File: src/rtl/rc4_pkg.sv
// Shared types for the RC4 phase sequencer: phase encoding, S RAM port bundle
// and the default S RAM width.
package rc4_pkg;

    localparam int RC4_RAM_WIDTH = 8;

    typedef enum logic [2:0] {
        PH_IDLE  = 3'd0,
        PH_INIT  = 3'd1,
        PH_KSA   = 3'd2,
        PH_PRGA  = 3'd3,
        PH_DONE  = 3'd4,
        PH_ERROR = 3'd5
    } phase_t;

    typedef struct packed {
        logic [RC4_RAM_WIDTH-1:0] addr;
        logic [RC4_RAM_WIDTH-1:0] wdata;
        logic                     wren;
    } s_port_t;

    // True in the three phases where an engine owns the S RAM.
    function automatic logic is_busy(input phase_t p);
        return (p == PH_INIT) || (p == PH_KSA) || (p == PH_PRGA);
    endfunction

endpackage

File: src/rtl/rc4_s_port_mux.sv
// S RAM port select: only the engine owning the current phase reaches the RAM;
// every other phase drives an all-zero port so no stray write can land.
module rc4_s_port_mux
    import rc4_pkg::*;
(
    input  phase_t  phase_i,
    input  s_port_t init_i,
    input  s_port_t ksa_i,
    input  s_port_t prga_i,
    output s_port_t port_o
);

    // Select the owner's port; idle/done/error phases get the zero port.
    always_comb begin
        port_o = '0;
        case (phase_i)
            PH_INIT: port_o = init_i;
            PH_KSA:  port_o = ksa_i;
            PH_PRGA: port_o = prga_i;
            default: port_o = '0;
        endcase
    end

endmodule

File: src/rtl/rc4_phase_sequencer.sv
// RC4 decrypt pass controller: steps S-init, KSA and PRGA engines in order and
// grants the single-port S RAM to the active engine.
// Optional per-phase watchdog enabled with the RC4_PHASE_WDT_EN macro.
// RAM_WIDTH must match rc4_pkg::RC4_RAM_WIDTH, which sizes the port bundle.
//
// state    | meaning
// ---------+------------------------------------------------------------
// IDLE     | waiting for a start edge; S RAM port parked at zero
// INIT     | S-init engine running (S[i] = i)
// KSA      | key-schedule engine running
// PRGA     | keystream / decrypt engine running
// DONE     | pass complete; held until the next start edge
// ERROR    | watchdog expired; left only through a start edge
module rc4_phase_sequencer
    import rc4_pkg::*;
#(
    parameter int RAM_WIDTH  = RC4_RAM_WIDTH,
    parameter int WDT_CYCLES = 4096
) (
    input  logic                 clk,
    input  logic                 reset_n,
    input  logic                 start,
    input  logic                 abort,
    output logic                 busy,
    output logic                 done,
    output logic                 error,
    output logic [2:0]           phase,
    output logic                 init_start,
    output logic                 ksa_start,
    output logic                 prga_start,
    input  logic                 init_finished,
    input  logic                 ksa_finished,
    input  logic                 prga_finished,
    input  logic [RAM_WIDTH-1:0] init_addr,
    input  logic [RAM_WIDTH-1:0] ksa_addr,
    input  logic [RAM_WIDTH-1:0] prga_addr,
    input  logic [RAM_WIDTH-1:0] init_wdata,
    input  logic [RAM_WIDTH-1:0] ksa_wdata,
    input  logic [RAM_WIDTH-1:0] prga_wdata,
    input  logic                 init_wren,
    input  logic                 ksa_wren,
    input  logic                 prga_wren,
    output logic [RAM_WIDTH-1:0] s_addr,
    output logic [RAM_WIDTH-1:0] s_wdata,
    output logic                 s_wren
);

    phase_t  state_q, state_d;
    logic    start_q;
    logic    start_edge;
    logic    wdt_expire;
    logic    busy_q, done_q;
    logic    init_start_q, ksa_start_q, prga_start_q;
    s_port_t init_port, ksa_port, prga_port, granted_port;

    assign start_edge = start & ~start_q;

`ifdef RC4_PHASE_WDT_EN
    localparam int CW = $clog2(WDT_CYCLES) + 1;
    localparam logic [CW-1:0] WDT_LAST = CW'(WDT_CYCLES - 1);

    logic [CW-1:0] phase_cycles_q;
    logic          error_q;

    assign wdt_expire = (phase_cycles_q == WDT_LAST);
    assign error      = error_q;

    // Phase cycle counter: restarts on every state change, counts while busy.
    always_ff @(posedge clk or negedge reset_n) begin
        if (!reset_n) begin
            phase_cycles_q <= '0;
            error_q        <= 1'b0;
        end else begin
            error_q <= (state_d == PH_ERROR);
            if (state_d != state_q)
                phase_cycles_q <= '0;
            else if (is_busy(state_q))
                phase_cycles_q <= phase_cycles_q + 1'b1;
            else
                phase_cycles_q <= '0;
        end
    end
`else
    assign wdt_expire = 1'b0;
    assign error      = 1'b0;
`endif

    // Next state: abort beats finished, finished beats the watchdog, and only
    // the current phase's finished flag is looked at.
    always_comb begin
        state_d = state_q;
        case (state_q)
            PH_IDLE, PH_DONE, PH_ERROR: begin
                if (start_edge) state_d = PH_INIT;
            end
            PH_INIT: begin
                if (abort)              state_d = PH_IDLE;
                else if (init_finished) state_d = PH_KSA;
                else if (wdt_expire)    state_d = PH_ERROR;
            end
            PH_KSA: begin
                if (abort)              state_d = PH_IDLE;
                else if (ksa_finished)  state_d = PH_PRGA;
                else if (wdt_expire)    state_d = PH_ERROR;
            end
            PH_PRGA: begin
                if (abort)              state_d = PH_IDLE;
                else if (prga_finished) state_d = PH_DONE;
                else if (wdt_expire)    state_d = PH_ERROR;
            end
            default: state_d = PH_IDLE;
        endcase
    end

    // State, start edge history and outputs registered from the next state so
    // each start level drops in the same cycle its phase is left.
    always_ff @(posedge clk or negedge reset_n) begin
        if (!reset_n) begin
            state_q      <= PH_IDLE;
            start_q      <= 1'b0;
            busy_q       <= 1'b0;
            done_q       <= 1'b0;
            init_start_q <= 1'b0;
            ksa_start_q  <= 1'b0;
            prga_start_q <= 1'b0;
        end else begin
            state_q      <= state_d;
            start_q      <= start;
            busy_q       <= is_busy(state_d);
            done_q       <= (state_d == PH_DONE);
            init_start_q <= (state_d == PH_INIT);
            ksa_start_q  <= (state_d == PH_KSA);
            prga_start_q <= (state_d == PH_PRGA);
        end
    end

    assign busy       = busy_q;
    assign done       = done_q;
    assign phase      = state_q;
    assign init_start = init_start_q;
    assign ksa_start  = ksa_start_q;
    assign prga_start = prga_start_q;

    assign init_port = '{addr: init_addr, wdata: init_wdata, wren: init_wren};
    assign ksa_port  = '{addr: ksa_addr,  wdata: ksa_wdata,  wren: ksa_wren};
    assign prga_port = '{addr: prga_addr, wdata: prga_wdata, wren: prga_wren};

    rc4_s_port_mux u_s_port_mux (
        .phase_i (state_q),
        .init_i  (init_port),
        .ksa_i   (ksa_port),
        .prga_i  (prga_port),
        .port_o  (granted_port)
    );

    assign s_addr  = granted_port.addr;
    assign s_wdata = granted_port.wdata;
    assign s_wren  = granted_port.wren;

endmodule

File: config.mk
export PLATFORM = sky130hd
export DESIGN_NAME = rc4_phase_sequencer
export DESIGN_NICKNAME = d
export VERILOG_FILES = /design/src/rtl/rc4_pkg.sv /design/src/rtl/rc4_s_port_mux.sv /design/src/rtl/rc4_phase_sequencer.sv
export SDC_FILE = /design/constraint.sdc
export NUM_CORES = 1
export LEC_CHECK = 0
export ABC_AREA = 1
export BUFFER_PORTS_ARGS = -buffer_cell sky130_fd_sc_hd__buf_2
export CORE_AREA = 5 5 66 50
export CTS_CLUSTER_SIZE = 40
export DETAILED_ROUTE_END_ITERATION = 6
export DIE_AREA = 0 0 71 55
export PLACE_DENSITY = 0.77
export SETUP_SLACK_MARGIN = 0.05
export SLEW_MARGIN = 20
export SYNTH_ARGS = -nofsm -noshare
export SYNTH_HDL_FRONTEND = slang
export SYNTH_HIERARCHICAL = 1
export SYNTH_SLANG_ARGS = --single-unit
export TNS_END_PERCENT = 1
File: constraint.sdc
create_clock -name clk -period 1.3 [get_ports clk]
set_input_delay 0.26 -clock clk [delete_from_list [all_inputs] [get_ports clk]]
set_output_delay 0.26 -clock clk [all_outputs]
set_load 0.005 [all_outputs]
==> results.ini, run 1 <==
[timing]
period_needed_ns = 1.510
max_freq_mhz = 662.2
period_share_pct = 116.2
finalSetupViolCount = 17
worst_slack_ns = -0.2102
finClkSkew_ns = 0.004788
grt_setup_unrepaired = yes
slew_violations = 0
timing.final.hold_violations = 0

[routing]
routed_wl_mm = 3.474
drc = 0
vias = 1358
dr.pass1.iters = 4
drtIter0Drc = 97
viasPerCell = 5.325
wire_per_inst_um = 13.62
final_antenna_net_count = 0

[synth]
avgSynthCellArea_um2 = 7.062
synth.ff_latch_count = 9
syn-num-nets = 193
netlist-cell-type-count = 16
synthCells = 135
synthesis.area_um2 = 953.4
synthTopCellsByArea = nand4_1 33%, dfrtp_1 24%, buf_6 11%, nand3_1 10%, nand2_1 5.5%
yosys_warnings = 6
yosysTopAreaCell = nand4_1
synth_top_area_share_pct = 33.46
seq_area_frac_synth_pct = 23.62

[critical_path]
crit_fanout = 14
worstPathRequired_ns = 1.04
worstRegToRegCells = 6
path_class = reg -> out
critPathArrivalTime_ns = 1.25
crit_path_end_kind = output pin
reg2reg_to = init_start
start_kind = flop
reg2reg_from = phase[0]
r2r_setup_slack_ns = 0.03

[floorplan]
die_area_um2 = 3905
rows = 16
die_h_um = 55
core_area_um2 = 2643
ioPinCount = 84
start_util_pct = 36.08
die_x_um = 71

[global_route]
grt_usage_pct = 15.52
grt-busiest-layer = met2
global_route.usage.met1_pct = 19.28
antenna_found_initial = 0
grtUsageMet2_pct = 27.69
grt_pass1_wl_mm = 4.850
grt_pass1_vias = 1108
grt.overflow.total = 0
gr-usage-met3_pct = 3.610
grt_max_degree = 37

[cts]
path_clk_slew_ns = 0.05
cts_tree = built
numCtsBuffers = 3
clock_latency_ns = 0.24
cts.sink_count = 9
cts_root_buf = clkbuf_8
clk_path_buf_depth = 2
htreeDepth = 1

[place]
gp_congestion = 0.8040
port_buffers = 82
detailed_place_hpwl_mm = 2.601

[cells_and_area]
final_common_cell = buf_2
drive_gt1_share_pct = 54.34
final_util_pct = 57.62
nets = 278
diodes = 0
final_cell_mix = 82 x buf_2, 51 x nand4_1, 20 x nand3_1, 9 x nand2_1, 8 x dfrtp_1
area_growth_pct = 59.71

[pwr]
ir_drop_uv = 838.8
total_power_uw = 2437
p_per_area_nw_per_um2 = 1601
p_leak_uw = 0.0008294

[hold_path]
hold_start = start
whs_endpoint = start_q
whs_path_depth = 1
hp-class = in -> reg

[status]
outcome = finished with violations
violations = negative setup slack

[run]
drv_cap = 0

[flip-flops by register name (all words and copies together), names as in the netlist]
signal,count
busy,1
done,1
init_start,1
ksa_start,1
phase,3
prga_start,1
start_q,1
[cells in the mapped netlist (all sizes together)]
master / n
buf: 16
dfrtp: 9
nand3: 20
nand2: 14
nand4: 51
o21ai: 1
nor2: 8
conb: 1
inv: 12
a21oi: 3
[final cells by class]
| class | count | area (µm²) |
|---|---|---|
| Clock buffer | 3 | 41.29 |
| Clock inverter | 1 | 5.005 |
| Fill cell | 282 | 1120 |
| Inverter | 12 | 60.06 |
| Multi-Input combinational cell | 98 | 565.5 |
| Sequential cell | 9 | 226.5 |
| Tap cell | 36 | 45.04 |
| Timing Repair Buffer | 96 | 579.3 |
[metal layers]
metal  up-vias  share of wire [%]
met5         -                  0
met4         0               0.72
met3         4                7.1
met2        48                 54
met1       632                 38
li1        674                  -
[worst max-delay path: stages (launching register included)]
cell,delay (ns)
dfrtp_1,0.40
buf_12,0.17
buf_12,0.14
nand4_1,0.09
nand3_1,0.08
buf_2,0.13
[where the power goes]
group / total (µW) / internal, µW / switching (µW) / leakage [µW]
combinational: 1720 / 801 / 922 / 0.000688
clock: 322 / 209 / 113 / 0.0000255
sequential: 392 / 351 / 41.1 / 0.000116
[cell families after synthesis]
family          share of synthesized area [%]
buf+inv                                 20.34
simple gates                            53.15
other cells                            0.3933
flops                                   23.62
compound gates                          2.493
[through the flow]
stage,area [µm²],hold WS [ns],worst slack (ns),setup TNS [ns],std cells
floorplan,953.4,-0.03559,0.1086,0,135
global placement,1393,0.1194,0.03421,0,247
detailed placement,1393,0.1163,0.01692,0,247
CTS,1495,0.1489,-0.2112,-3.131,255
global route,1523,0.1600,-0.2855,-4.508,255
finish,1523,0.1505,-0.2102,-3.064,255
[repair_timing]
item                                    CTS  global route
hold endpoints to repair                  9             0
resized for setup                         8             9
hold buffers                              1             0
endpoints found under the setup margin   21            23
pin swaps                                 7             7
buffers inserted                          3             0
[how the worst max path moves through the flow]
| stage | cells after the start | from | to |
|---|---|---|---|
| after floorplan | 5 | phase[0] | s_wdata[2] |
| after CTS | 5 | phase[0] | s_wdata[7] |
| final | 5 | phase[0] | s_wdata[7] |
| after global placement | 7 | phase[1] | done |
| after global routing | 5 | phase[2] | s_addr[2] |
| after detailed placement | 6 | phase[1] | init_start |
(Power assumes the default switching activity.)
==> inputs of run 2 (changes only) <==
--- a/config.mk
+++ b/config.mk
@@ -6,12 +6,12 @@
 export NUM_CORES = 1
 export LEC_CHECK = 0
 export ABC_AREA = 1
-export BUFFER_PORTS_ARGS = -buffer_cell sky130_fd_sc_hd__buf_2
-export CORE_AREA = 5 5 66 50
+export CORE_AREA = 5 5 46 48
 export CTS_CLUSTER_SIZE = 40
 export DETAILED_ROUTE_END_ITERATION = 6
-export DIE_AREA = 0 0 71 55
-export PLACE_DENSITY = 0.77
+export DIE_AREA = 0 0 51 53
+export DONT_BUFFER_PORTS = 1
+export PLACE_DENSITY = 0.72
 export SETUP_SLACK_MARGIN = 0.05
 export SLEW_MARGIN = 20
 export SYNTH_ARGS = -nofsm -noshare
==> run 2 against run 1 <==
The flow still finishes with violations (negative setup slack). Via count is 21% lower. Flip-flop and latch count stayed put. Power is 27% lower. Global-route usage is 4.6 points higher. Combinational power is 33% lower. Maximum frequency is 2.3% higher. Non-clock buffer count is 86 lower. Worst setup slack better by 0.035 ns. Critical path depth is 1 lower.
==> results.ini, run 2 (same netlist as run 1, synthesis figures left out) <==
[cts]
cts_tree = built
cts.sink_count = 9
clock_latency_ns = 0.26
numCtsBuffers = 3
path_clk_slew_ns = 0.06
htreeDepth = 1
post-cts-setup-buffers = 0
clk_path_buf_depth = 2
cts_root_buf = clkbuf_4

[timing]
finalSetupViolCount = 17
period_share_pct = 113.5
finClkSkew_ns = 0.004990
grt_setup_unrepaired = yes
worst_slack_ns = -0.1756
fin_setup_tns_ns = -2.808
timing.final.hold_violations = 0
max_freq_mhz = 677.7
slew_violations = 0
period_needed_ns = 1.476

[routing]
dr.pass1.iters = 4
drc = 0
vias = 1077
final_antenna_net_count = 0
viasPerCell = 7.180
drtIter0Drc = 27
routed_wl_mm = 2.913
wire_per_inst_um = 19.42

[global_route]
grt_pass1_vias = 912
grt.overflow.total = 0
grt_usage_pct = 20.12
grt_max_degree = 36
antenna_found_initial = 0
grt_pass1_wl_mm = 4.140

[hold_path]
hp-class = in -> reg

[status]
outcome = finished with violations
violations = negative setup slack

[place]
detailed_place_hpwl_mm = 1.968
dp.cells = 142
gp_congestion = 0.7740
dpl_cell_area_um2 = 915.9
port_buffers = 0

[floorplan]
die_h_um = 53
die_area_um2 = 2703
core_area_um2 = 1670
start_util_pct = 57.08
rows = 15
die_x_um = 51
ioPinCount = 84

[cells_and_area]
area_growth_pct = 12.07
final_cell_mix = 51 x nand4_1, 15 x nand3_1, 14 x nand2_1, 8 x dfrtp_1
final_cells = 150
finalInstanceArea_um2 = 1069
nets = 192
drive_gt1_share_pct = 21.80
fill_cells = 151
final_common_cell = nand4_1
diodes = 0
largest_reg_flops = 3

[pwr]
p_per_area_nw_per_um2 = 1663
p_leak_uw = 0.0004985
ir_drop_uv = 1474

[critical_path]
worstPathRequired_ns = 1.04
crit_path_end_kind = output pin
crit_fanout = 13
path_class = reg -> out
critPathArrivalTime_ns = 1.22
start_kind = flop

[run]
drv_cap = 0

[run 2: cell types whose count changed in the layout (fill, tap and decap cells not counted), sizes merged]
| cell | before | now |
|---|---|---|
| clkbuf | 3 | 6 |
| buf | 95 | 7 |
| clkinv | 2 | 1 |
[run 2: through the flow]
step / hold slack, ns / utilization [%] / total power [µW] / setup WS [ns]
6_report: 0.03338 / 63.97 / 1777 / -0.1756
5_1_grt: 0.01091 / 63.97 / 1932 / -0.2516
4_1_cts: 0.02854 / 59.18 / 1714 / -0.1871
3_5_place_dp: -0.03534 / 54.83 / 1467 / 0.04977
3_3_place_gp: -0.03535 / 54.83 / 1424 / 0.07621
2_1_floorplan: -0.03559 / - / 1371 / 0.1086
[run 2: where the power goes]
part	switching, µW	internal (µW)	total, µW
Clock	94.4	118	212
Sequential	52.4	350	402
Combinational	742	421	1160
[run 2: routing by layer]
layer  vias to the layer above  share of wire [%]  global-route usage (%)
met5                         -                  0                       0
met4                         0                1.4                   9.865
met3                         4                 15                   9.577
met2                        73                 52                   35.19
met1                       492                 32                   19.86
li1                        508                  -                       -
[run 2: path summary, 6_finish.rpt]
path                               start    endpoint  slack [ns]  depth (start not counted)
max in group asynchronous        reset_n    phase[2]        0.65                          1
worst min register to register   start_q  init_start        0.66                          5
worst min-delay path               start     start_q        0.03                          0
worst max register to register  phase[1]        done        0.06                          7
min in group asynchronous        reset_n  init_start        0.36                          1
worst max-delay path            phase[2]   s_addr[6]       -0.18                          4
[run 2: cell type report]
class,instances,area [µm²],area share (%)
multi-input cells,98,561.8,52.58
inverters,12,62.56,5.855
repair buffers,10,170.2,15.93
clock buffers,4,26.28,2.459
well taps,17,21.27,1.991
flip-flops and latches,9,226.5,21.19
[run 2: timing repair]
| action | 4_1_cts | 5_1_grt |
|---|---|---|
| gates cloned | 1 | 2 |
| pin swaps | 3 | 5 |
| hold buffers | 1 | 0 |
| hold endpoints to repair | 9 | 0 |
| endpoints found under the setup margin | 17 | 21 |
| gates resized for setup | 4 | 8 |
[run 2: worst max-delay path, stage by stage, from the launching register on]
cell       delay [ns]
dfrtp_2          0.47
clkinv_4         0.12
clkbuf_16        0.17
nand4_1          0.10
nand3_2          0.10
==> inputs of run 3 (changes only) <==
==> constraint.sdc (replaced) <==
create_clock -name clk -period 1.4 [get_ports clk]
set_input_delay 0.28 -clock clk [delete_from_list [all_inputs] [get_ports clk]]
set_output_delay 0.28 -clock clk [all_outputs]
set_load 0.005 [all_outputs]
==> run 3 against run 2 <==
Worst hold slack better by 0.023 ns. Combinational power is 8% lower. The flow still finishes with violations (negative setup slack). Sequential share of layout area is 0.12 points higher. Clock power is 13% lower. Die area stayed put. Via count is 1.6% lower. Core utilization is 0.37 points lower. Critical path depth stayed put. First-iteration DRC count is 100% higher. Routed wire length is 2.1% higher. Critical endpoint is now s_addr[4]. Non-clock buffer count is 2 lower.
==> results.ini, run 3 (same netlist as run 1, synthesis figures left out) <==
[timing]
timing.final.hold_violations = 0
period_share_pct = 106.0
finClkSkew_ns = 0.004053
grt_setup_unrepaired = yes
fin_setup_tns_ns = -1.140
slew_violations = 0
worst_slack_ns = -0.08407
finalSetupViolCount = 17
max_freq_mhz = 673.8
period_needed_ns = 1.484
fin_hold_ws_ns = 0.05659

[cells_and_area]
fill_cells = 144
layout.area.seq_um2 = 226.5
nets = 190
final_common_cell = nand4_1
final_util_pct = 63.60
final_cells = 148
final_cell_mix = 51 x nand4_1, 16 x nand3_1, 13 x nand2_1, 8 x dfrtp_1, 6 x nor2_1
diodes = 0
largest_reg_flops = 3
multiInputGateArea_um2 = 569.3
drive_gt1_share_pct = 19.85
area_growth_pct = 11.42

[cts]
post-cts-setup-buffers = 0
numCtsBuffers = 3
cts.sink_count = 9
htreeDepth = 1
cts_tree = built
cts_root_buf = clkbuf_4
path_clk_slew_ns = 0.06
clock_latency_ns = 0.25
clk_path_buf_depth = 2

[floorplan]
core_area_um2 = 1670
start_util_pct = 57.08
ioPinCount = 84
die_h_um = 53
die_area_um2 = 2703
die_x_um = 51
rows = 15

[run]
drv_cap = 0

[global_route]
antenna_found_initial = 0
grtUsageMet2_pct = 37.55
grt.overflow.total = 0
grt_usage_pct = 19.95
gr-usage-met3_pct = 8.732
grt_pass1_vias = 936
global_route.usage.met1_pct = 19.55
grt_max_degree = 42
grt_pass1_wl_mm = 4.160
grt-busiest-layer = met2

[critical_path]
critical_path.top_delay_family = flip-flops
start_kind = flop
critPathArrivalTime_ns = 1.20
cp_cell_sequence = clkinv_4, clkbuf_16, nand4_1, nand3_1
crit_path_end_kind = output pin
r2r_setup_slack_ns = 0.13
cp_slowest_cell = dfrtp_2
cp.buffers_inverters = 2
path_class = reg -> out
slowest_delay_ns = 0.46
crit_fanout = 13
worstPathRequired_ns = 1.12

[routing]
drtIter0Drc = 54
routed_wl_mm = 2.975
final_antenna_net_count = 0
wire_per_inst_um = 20.10
vias = 1060
viasPerCell = 7.162
dr.pass1.iters = 4
drc = 0

[place]
gp_congestion = 0.7402
dp.cells = 140
port_buffers = 0
detailed_place_hpwl_mm = 1.942

[pwr]
p_leak_uw = 0.0004838
ir_drop_uv = 1418
total_power_uw = 1622
p_per_area_nw_per_um2 = 1526

[hold_path]
hp-class = in -> reg

[status]
outcome = finished with violations
violations = negative setup slack

run 3: cell types whose count changed in the layout (fill, tap and decap cells not counted), sizes merged:
| cell | change |
|---|---|
| buf | -2 |
run 3: through the flow:
stage | worst slack [ns] | area (µm²)
global placement | 0.1582 | 900.9
global route | -0.1542 | 1062
finish | -0.08407 | 1062
detailed placement | 0.1312 | 900.9
CTS | -0.1006 | 968.4
floorplan | 0.1886 | 953.4
run 3: area by class of cell:
class / count / area share, %
sequential: 9 / 21.32
multi-input combinational: 98 / 53.59
inverter: 12 / 5.654
timing repair buffer: 8 / 14.96
clock buffer: 4 / 2.473
tap: 17 / 2.002
run 3: where the power goes:
| group | leakage, µW | switching (µW) | internal (µW) |
|---|---|---|---|
| Clock | 0.0000150 | 75.9 | 109 |
| Sequential | 0.000116 | 46.2 | 325 |
| Combinational | 0.000353 | 693 | 373 |
run 3: metal layers:
metal | part of all wire [%] | wire length (µm)
met1 | 32 | 960
met2 | 51 | 1519
met3 | 15 | 456
met4 | 1.3 | 38
met5 | 0 | 0
run 3: worst reg2reg max path, delay by kind of cell (launching register included):
kind,cells,cell delay (ns)
DFF,1,0.39
AOI/OAI and AO/OA,2,0.34
buffers and inverters,1,0.18
and+or+nand+nor,3,0.28
run 3: worst paths after layout:
path	startpoint	to	depth (start not counted)
min in group asynchronous	reset_n	phase[1]	1
worst min-delay path	start	start_q	0
worst max register to register	phase[0]	busy	6
worst max-delay path	phase[2]	s_addr[4]	4
max in group asynchronous	reset_n	phase[2]	1
worst min register to register	start_q	init_start	5
run 3: repair_timing:
action,in CTS,in global routing
gates resized for setup,3,10
pin swaps,6,9
setup endpoints to repair,17,21
gates cloned,1,2
endpoints found under the hold margin,9,0
hold buffers,1,0
